### src/rtl/axi_axis2bram_wc.sv
// Width-converting AXI4-Stream sink: splits each accepted beat into RATIO BRAM words,
// writes them from a latched base address and ends on the word depth or on tlast.
module axi_axis2bram_wc #(
    parameter int AXI_DATA_WIDTH      = 512,
    parameter int BRAM_DATA_WIDTH     = 128,
    parameter int BRAM_ADDR_WIDTH     = 32,
    parameter int AXI_XFER_SIZE_WIDTH = 32,
    parameter int BRAM_DELAY          = 2
) (
    input  logic                           clk,
    input  logic                           rst,
    input  logic                           i_start,
    input  logic                           i_ready,
    input  logic [BRAM_ADDR_WIDTH-1:0]     i_base_addr,
    input  logic [AXI_XFER_SIZE_WIDTH-1:0] i_size_bytes,
    output logic                           o_done,
    output logic                           o_done_pulse,
    output logic                           o_err_short,
    output logic [BRAM_ADDR_WIDTH:0]       o_words_written,
    input  logic                           s_axis_tvalid,
    output logic                           s_axis_tready,
    input  logic [AXI_DATA_WIDTH-1:0]      s_axis_tdata,
    input  logic                           s_axis_tlast,
    output logic                           o_wren,
    output logic [BRAM_ADDR_WIDTH-1:0]     o_wraddr,
    output logic [BRAM_DATA_WIDTH-1:0]     o_wrdata
);
    localparam int RATIO = AXI_DATA_WIDTH / BRAM_DATA_WIDTH;
    localparam int SW    = (RATIO > 1) ? $clog2(RATIO) : 1;
    localparam int DW    = BRAM_ADDR_WIDTH + 1;
    localparam int CW    = $clog2(BRAM_DELAY + 1);
    localparam int BW    = AXI_XFER_SIZE_WIDTH + 4;

    typedef enum logic [1:0] {IDLE, BUSY, FLUSH} state_t;
    state_t state, state_nxt;

    logic [BRAM_ADDR_WIDTH-1:0]            base_q;
    logic [DW-1:0]                         depth_q, idx_q, depth_in;
    logic [RATIO-1:0][BRAM_DATA_WIDTH-1:0] hold_q;
    logic                                  hold_full, hold_last;
    logic [SW-1:0]                         slice_q;
    logic [CW-1:0]                         flush_cnt;
    logic [BW-1:0]                         bits_up;
    logic [BRAM_DATA_WIDTH-1:0]            slice_data;
    logic issue, last_slice, reach_depth, beat_done, fin, hs;

    // Round the bit count up to whole BRAM words before truncating to the counter width
    assign bits_up  = {1'b0, i_size_bytes, 3'b000} + BW'(BRAM_DATA_WIDTH - 1);
    assign depth_in = DW'(bits_up / BW'(BRAM_DATA_WIDTH));

    generate
        if (RATIO == 1) begin : g_one
            assign slice_data = hold_q[0];
        end else begin : g_mux
            assign slice_data = hold_q[slice_q];
        end
    endgenerate

    assign issue       = (state == BUSY) && hold_full && i_ready;
    assign last_slice  = issue && (slice_q == SW'(RATIO - 1));
    assign reach_depth = issue && (idx_q + DW'(1) == depth_q);
    assign beat_done   = last_slice || reach_depth;
    assign fin         = reach_depth || (last_slice && hold_last);
    assign hs          = s_axis_tvalid && s_axis_tready;

    always_ff @(posedge clk or posedge rst) begin
        if (rst) state <= IDLE;
        else     state <= state_nxt;
    end

    always_comb begin
        state_nxt = state;
        case (state)
            IDLE:    if (i_start) state_nxt = (depth_in == '0) ? FLUSH : BUSY;
            BUSY:    if (fin) state_nxt = FLUSH;
            FLUSH:   if (flush_cnt == CW'(BRAM_DELAY - 1)) state_nxt = IDLE;
            default: state_nxt = IDLE;
        endcase
    end

    // A new beat may enter while the last slice of the current one issues,
    // unless that slice also ends the transfer.
    always_comb begin
        o_done        = (state == IDLE);
        s_axis_tready = (state == BUSY) && i_ready && (!hold_full || (beat_done && !fin));
    end

    always_ff @(posedge clk or posedge rst) begin
        if (rst) begin
            base_q          <= '0;
            depth_q         <= '0;
            idx_q           <= '0;
            hold_q          <= '0;
            hold_full       <= 1'b0;
            hold_last       <= 1'b0;
            slice_q         <= '0;
            flush_cnt       <= '0;
            o_done_pulse    <= 1'b0;
            o_err_short     <= 1'b0;
            o_words_written <= '0;
            o_wren          <= 1'b0;
            o_wraddr        <= '0;
            o_wrdata        <= '0;
        end else begin
            o_done_pulse <= (state == FLUSH) && (state_nxt == IDLE);
            flush_cnt    <= (state == FLUSH) ? flush_cnt + CW'(1) : '0;
            o_wren       <= issue;
            if (issue) begin
                o_wraddr <= base_q + idx_q[BRAM_ADDR_WIDTH-1:0];
                o_wrdata <= slice_data;
                idx_q    <= idx_q + DW'(1);
            end
            if (hs) begin
                hold_q    <= s_axis_tdata;
                hold_full <= 1'b1;
                hold_last <= s_axis_tlast;
                slice_q   <= '0;
            end else if (beat_done) begin
                hold_full <= 1'b0;
                slice_q   <= '0;
            end else if (issue) begin
                slice_q <= slice_q + SW'(1);
            end
            if (last_slice && hold_last && !reach_depth) o_err_short <= 1'b1;
            if (o_wren && (o_words_written < depth_q)) o_words_written <= o_words_written + DW'(1);
            if (state == IDLE && i_start) begin
                base_q          <= i_base_addr;
                depth_q         <= depth_in;
                idx_q           <= '0;
                hold_full       <= 1'b0;
                slice_q         <= '0;
                o_err_short     <= 1'b0;
                o_words_written <= '0;
            end
        end
    end
endmodule

### config.mk
export PLATFORM = sky130hd
export DESIGN_NAME = axi_axis2bram_wc
export DESIGN_NICKNAME = d
export VERILOG_FILES = /design/src/rtl/axi_axis2bram_wc.sv
export SDC_FILE = /design/constraint.sdc
export NUM_CORES = 2
export LEC_CHECK = 0
export ABC_AREA = 1
export CORE_AREA = 4 4 305 307
export DETAILED_ROUTE_END_ITERATION = 7
export DIE_AREA = 0 0 309 311
export PLACE_DENSITY = 0.7
export SLEW_MARGIN = 10
export SYNTH_ARGS = -nofsm -noshare
export SYNTH_HDL_FRONTEND = slang
export SYNTH_SLANG_ARGS = --single-unit
### constraint.sdc
create_clock -name clk -period 32.2 [get_ports clk]
set_input_delay 6.44 -clock clk [delete_from_list [all_inputs] [get_ports clk]]
set_output_delay 6.44 -clock clk [all_outputs]
set_load 0.02 [all_outputs]
Yosys cells after proc, flatten, opt, wreduce, memory -nomap -nowiden
Cells that the tools add are included.
- add/sub/neg operators: 6
- $mul: 0
- divide/modulo/power cells: 0
- magnitude comparators: 2
- equal/unequal tests: 5
- shift-type cells: 0
- mux-type cells: 21
- bitwise operators: 0
- reductions and logical operators: 27
- operator list (operator ; number):
    128-bit binary-select mux with 2-bit select ; 1
    33-bit two-way mux ; 4
    128-bit two-way mux ; 1
    33-bit by 1-bit adder with 33-bit output (second input constant) ; 2
    35-bit by 7-bit adder with 36-bit output (second input constant) ; 1
    33-bit by 29-bit == test with 1-bit output ; 1
    33-bit zero test ; 1
    33-bit by 29-bit less-than comparator with 1-bit output ; 1
    32-bit adder ; 1
    2-bit two-way mux ; 9
    1-bit logical AND ; 13
    2-bit case mux with 3 select lines ; 1
    2-bit nonzero test ; 3
    1-bit two-way mux ; 5
    2-bit by 1-bit adder with 2-bit output (second input constant) ; 2
    2-bit by 1-bit == test with 1-bit output (second input constant) ; 2
    2-bit == test (second input constant) ; 2
    2-bit zero test ; 2
    4-bit nonzero test ; 1
    1-bit zero test ; 3
    1-bit logical OR ; 3
    2-bit by 3-bit less-than comparator with 1-bit output (second input constant) ; 1
    3-bit nonzero test ; 1
- register bits after elaboration: 810
- latch bits: 0
- bits in writable memories: 0
- ROM bits: 0
- bits of input ports: 582
- output and inout bits: 198
- logic and storage cells: 79
- memories: 0

Logic depth before layout (Yosys ltp)
- depth in word-level cells: 13
- mapped depth: 22
- mapped depth without buffers: 19

Least setup slack after synthesis
OpenSTA, ideal clock, no wires.
- path kind: input to output
- start: input i_ready
- end: output s_axis_tready
- arrival time: 7.942 ns
- required time: 25.760 ns
- slack: 17.818 ns
- cell stages on the path: 15
- buffers on the path: 2
- path through: inv_1 -> nor2_1 -> nand2_1 -> nor2_1 -> nand3_1 -> nor2_1 -> nand3_1 -> nor2_1 -> nand2_1 -> nor2_1 -> nand3_1 -> nand3_1 -> a21boi_1 -> buf_2 -> buf_2
- cells in the longest elaborated chain, start to end: 8
- elaborated cells on any way between the ends: 11
- those cells by class: reduce/logical: 11
- ends and longest elaborated chain (element ; line ; RTL):
    start, declared ; 13 ; input logic i_ready,
    1-bit logical AND ; 59 ; assign issue = (state == BUSY) && hold_full && i_ready;
    1-bit logical AND ; 60 ; assign last_slice = issue && (slice_q == SW'(RATIO - 1));
    1-bit logical AND ; 63 ; assign fin = reach_depth || (last_slice && hold_last);
    1-bit logical OR ; 63 ;
    1-bit zero test ; 85 ; s_axis_tready = (state == BUSY) && i_ready && (!hold_full || (beat_done && !fin));
    1-bit logical AND ; 85 ;
    1-bit logical OR ; 85 ;
    1-bit logical AND * ; 85 ;
    end, declared ; 21 ; output logic s_axis_tready,
Every way passes the cells marked *; elsewhere a longest branch is shown, timed or not.

Worst setup path in the final report
Same ends and word-level chain as after synthesis.

==> summary.md <==
| Metric | Value |
|---|---|
| Routed vias | approximately 38000 |
| FP Rows | 110 |
| Post-synthesis simple-gate area fraction | 32.8% |
| Yosys warnings | 0 |
| Clk pwr share | 22.0% |
| Placed insts | 6811 |
| Hold Crit Depth | 1 |
| Met3 WL | 11.8 mm |
| Drt total wl | approximately 150 mm |
| Fmax | around 58 MHz |
| Largest family of logic cells by synthesized area | simple AND/OR/NAND/NOR gates |
| Fraction of registers with async set/reset | 100% |
| Post-route ant nets | 0 |
| Worst-Skew Late Latency | 0.68 ns |
| Syn Area/Cell | slightly below 8 sq um |
| Htree depth | 3 |
| Largest net degree at the start of global routing | about 200 |
| Worst Path Required | between 20 and 30 ns |
| Max VDD drop | roughly 0.057 mV |
| Ports | slightly below 800 |
| HP Class | reg -> reg |
| DR pass1 iterations | 6 |
| Vias per cell | around 5.4 |
| Area leader, netlist | dfrtp_1 |
| Outcome | finished, final reports clean |
| Placer Congestion | 0.961 |
| Clk sinks | roughly 800 |
| CP Class | in -> out |
| Critical Path AT | about 11 ns |
| Final #Nets | 6374 |
| Logic pwr share | 40.7% |
| Final period util | 53.3% |
| CTS tree | built |
| Switch Pwr | 2.05 mW |
| Post-Route M1 WL | 60.8 mm |
| Clock Tree Root | clkbuf_16 |
| GR Overflow Total | 0 |
| CP Launch Type | input port |
| Die X | 309 microns |
| Place WS | about 15 ns |
| Slew headroom | 21.9% |
| Seq/Total Area, Yosys | approximately half |
| Power per cell area | ~96 nW/um^2 |
| Placed Area | between 40000 and 50000 sq um |
| Synth Register Bits | between 800 and 900 |
| Fin area | between 50000 and 60000 sq um |
| CTS buffer count | slightly above 90 |
| Wirelength per Cell | roughly 21 microns |
| Number of DRC markers in iteration 0 | between 3000 and 4000 |
| Count of final hold-check violations | 0 |
| P_leak | roughly 25 nW |
| Vias in the first global route | between 30000 and 40000 |
| Overall power | approximately 5 mW |
| Final Skew | between 0.03 and 0.04 ns |
| Synth-to-Final Area Change | 28.9% |
| Syn_nets | 5784 |
| DRC Markers | 0 |
| Setup TNS | 0 ns |
| Post-Synth Adder-Cell Area | just over 2% |
| Highest metal used | met5 |
| First-pass GRT wire length | ~220 mm |
| Post-DP HPWL | 102 mm |
| RSZ-0062 raised after global routing | no |
| Complex-gate fraction of the synthesized area | 7.75% |
| Post-route minimum period | approximately 17 ns |
| Synthesized area | between 30000 and 40000 sq um |
| Hold_buf cts | 0 |
| IO buf count | roughly 780 |
| Crit Path Max Fanout | a little under 70 |
| Placeable Area | 90000 sq um |
| Reg2reg path depth | 21 |
| Ranking of synthesized cells by area | dfrtp_1, nand2_1, nand3_1 |
| Die span in y | 311 microns |
| Final setup viols | 0 |
| Die area | slightly below 100000 sq um |
| Synthesized netlist cell count | ~5000 |
| Post-route setup slack | roughly 15 ns |
| Filler instances | approximately 8300 |
| Count of cell types in the netlist | 47 |
| Total GRT Usage | 30.0% |
| Clock slew at reported path FFs | ~0.06 ns |
| CP endpoint kind | output port |
| Max-slew violations | 0 |
| Initial antenna violation count | between 70 and 80 |
| Gates resized, CTS repair | 0 |
| Seq pwr share | about 37% |
| Pint | between 2 and 3 mW |
| Met2 WL | between 70 and 80 mm |
| Fin cells | approximately 7000 |
| Post-CTS setup buffer count | 0 |
| Actual slew at the worst max-slew pin | around 1.2 ns |
| FF-to-FF setup slack | 26.08 ns |
| Starting Density | 44.4% |
| Clk buf depth | 3 |
| Layout cells sized above 1 | between 3 and 4% |
| Post-synth top area share | about half |
| Mux cell area share after synthesis | 0% |
| Max-capacitance violation count | 0 |
| Main synth FF type | dfrtp_1 |
| EDFF count, synth | 0 |
| Switching Share | approximately two fifths |
| Post-Synth XOR/XNOR Area | under 10% |
-- per-layer routing --
layer	up-vias	global-route usage, %
li1	18000	-
met1	18300	39.5
met2	1448	47.6
met3	265	6.59
met4	20	13.2
met5	-	0
-- final timing paths --
check	startpoint	to
max in group asynchronous	rst	hold_q[327]$_DFFE_PP0P_
hold reg to reg	flush_cnt[0]$_DFF_PP0_	flush_cnt[0]$_DFF_PP0_
hold / removal	flush_cnt[0]$_DFF_PP0_	flush_cnt[0]$_DFF_PP0_
min in group asynchronous	rst	hold_q[397]$_DFFE_PP0P_
setup / recovery	i_ready	s_axis_tready
setup reg to reg	idx_q[0]$_DFFE_PP0P_	hold_q[120]$_DFFE_PP0P_
-- critical path, cell delays in order --
cell             delay, ns
clkdlybuf4s50_1       0.41
inv_1                 0.22
nor2_1                0.18
nand2_4               0.41
buf_4                 0.66
inv_6                 0.36
nand2_1               0.15
inv_1                 0.09
nand2_1               0.06
nand3_1               0.14
a21boi_4              0.16
buf_4                 0.61
clkdlybuf4s50_1       0.74
-- cells by family (layout without fill, tap and decap cells) --
group	count (synthesis)	in the layout
flip-flops	810	810
other	0	64
AND/OR/NAND/NOR	3221	3221
AO/OA/AOI/OAI	489	489
adder cells (fa/ha/maj)	64	64
XOR/XNOR	68	68
buffers and inverters	486	1151
-- cells in the mapped netlist (all sizes together), types with 2 or more instances --
library cell / n
o32ai: 128
a31oi: 12
nand3: 618
ha: 63
dfrtp: 810
o211ai: 3
o21ai: 224
nand2: 1963
nor4: 15
o21a: 3
o22ai: 20
buf: 170
o21bai: 2
o221ai: 3
nand4: 25
inv: 165
nor2: 550
xnor3: 2
clkbuf: 150
a21oi: 57
nor3: 34
a21boi: 3
a21o: 5
xnor2: 33
o31ai: 25
nand3b: 3
xor2: 33
a2111oi: 2
or2: 11
-- layout by cell type, fill, tap and decap left out, types with 6 or more instances in the layout --
master and instances:
clkbuf_8 20, clkinv_2 17, clkbuf_16 91, nand3_1 617, dfrtp_1 808, o21ai_0 222
o22ai_1 20, nor2_2 6, o32ai_1 128, inv_2 11, nor4_1 15, a21oi_1 57
clkbuf_1 19, or2_2 11, buf_4 34, nor3_1 34, xnor2_1 33, clkdlybuf4s50_1 778
nand2_1 1959, xor2_1 33, nor2_1 539, o31ai_1 25, inv_1 152, a31oi_1 12
nand4_1 25, ha_1 63, diode_2 64, bufinv_16 8
-- registers in the layout, summed over array words and instances, names as in the netlist, 29 cells and up --
signal / flops
base_q: 32
depth_q: 29
hold_q: 512
idx_q: 33
o_words_written: 33
o_wraddr: 32
o_wrdata: 128
-- stage by stage --
step / utilization (%) / hold slack, ns
after floorplan: - / 0.409
after global placement: 53.6 / 0.419
after detailed placement: 53.6 / 0.428
after CTS: 57.0 / 0.436
after global routing: 57.2 / 0.472
final: 57.2 / 0.433
-- power groups by stage --
stage	registers [mW]	logic (mW)	clock network, mW
after global placement	1.84	1.97	0
after floorplan	1.85	1.21	0
after CTS	1.84	2.02	1.10
final	1.84	2.01	1.08
after detailed placement	1.84	2.01	0
after global routing	1.90	2.24	1.14
-- layout make-up --
type	instances	area, sq um	area share (%)
antenna	64	160	0.311
inverter	166	643	1.25
timing repair buffer	817	8140	15.8
sequential	810	20300	39.4
tap	1176	1470	2.86
clock inverter	38	490	0.953
clock buffer	130	2620	5.10
multi-input combinational	3842	17700	34.3
Power figures use the tool's default switching activity.
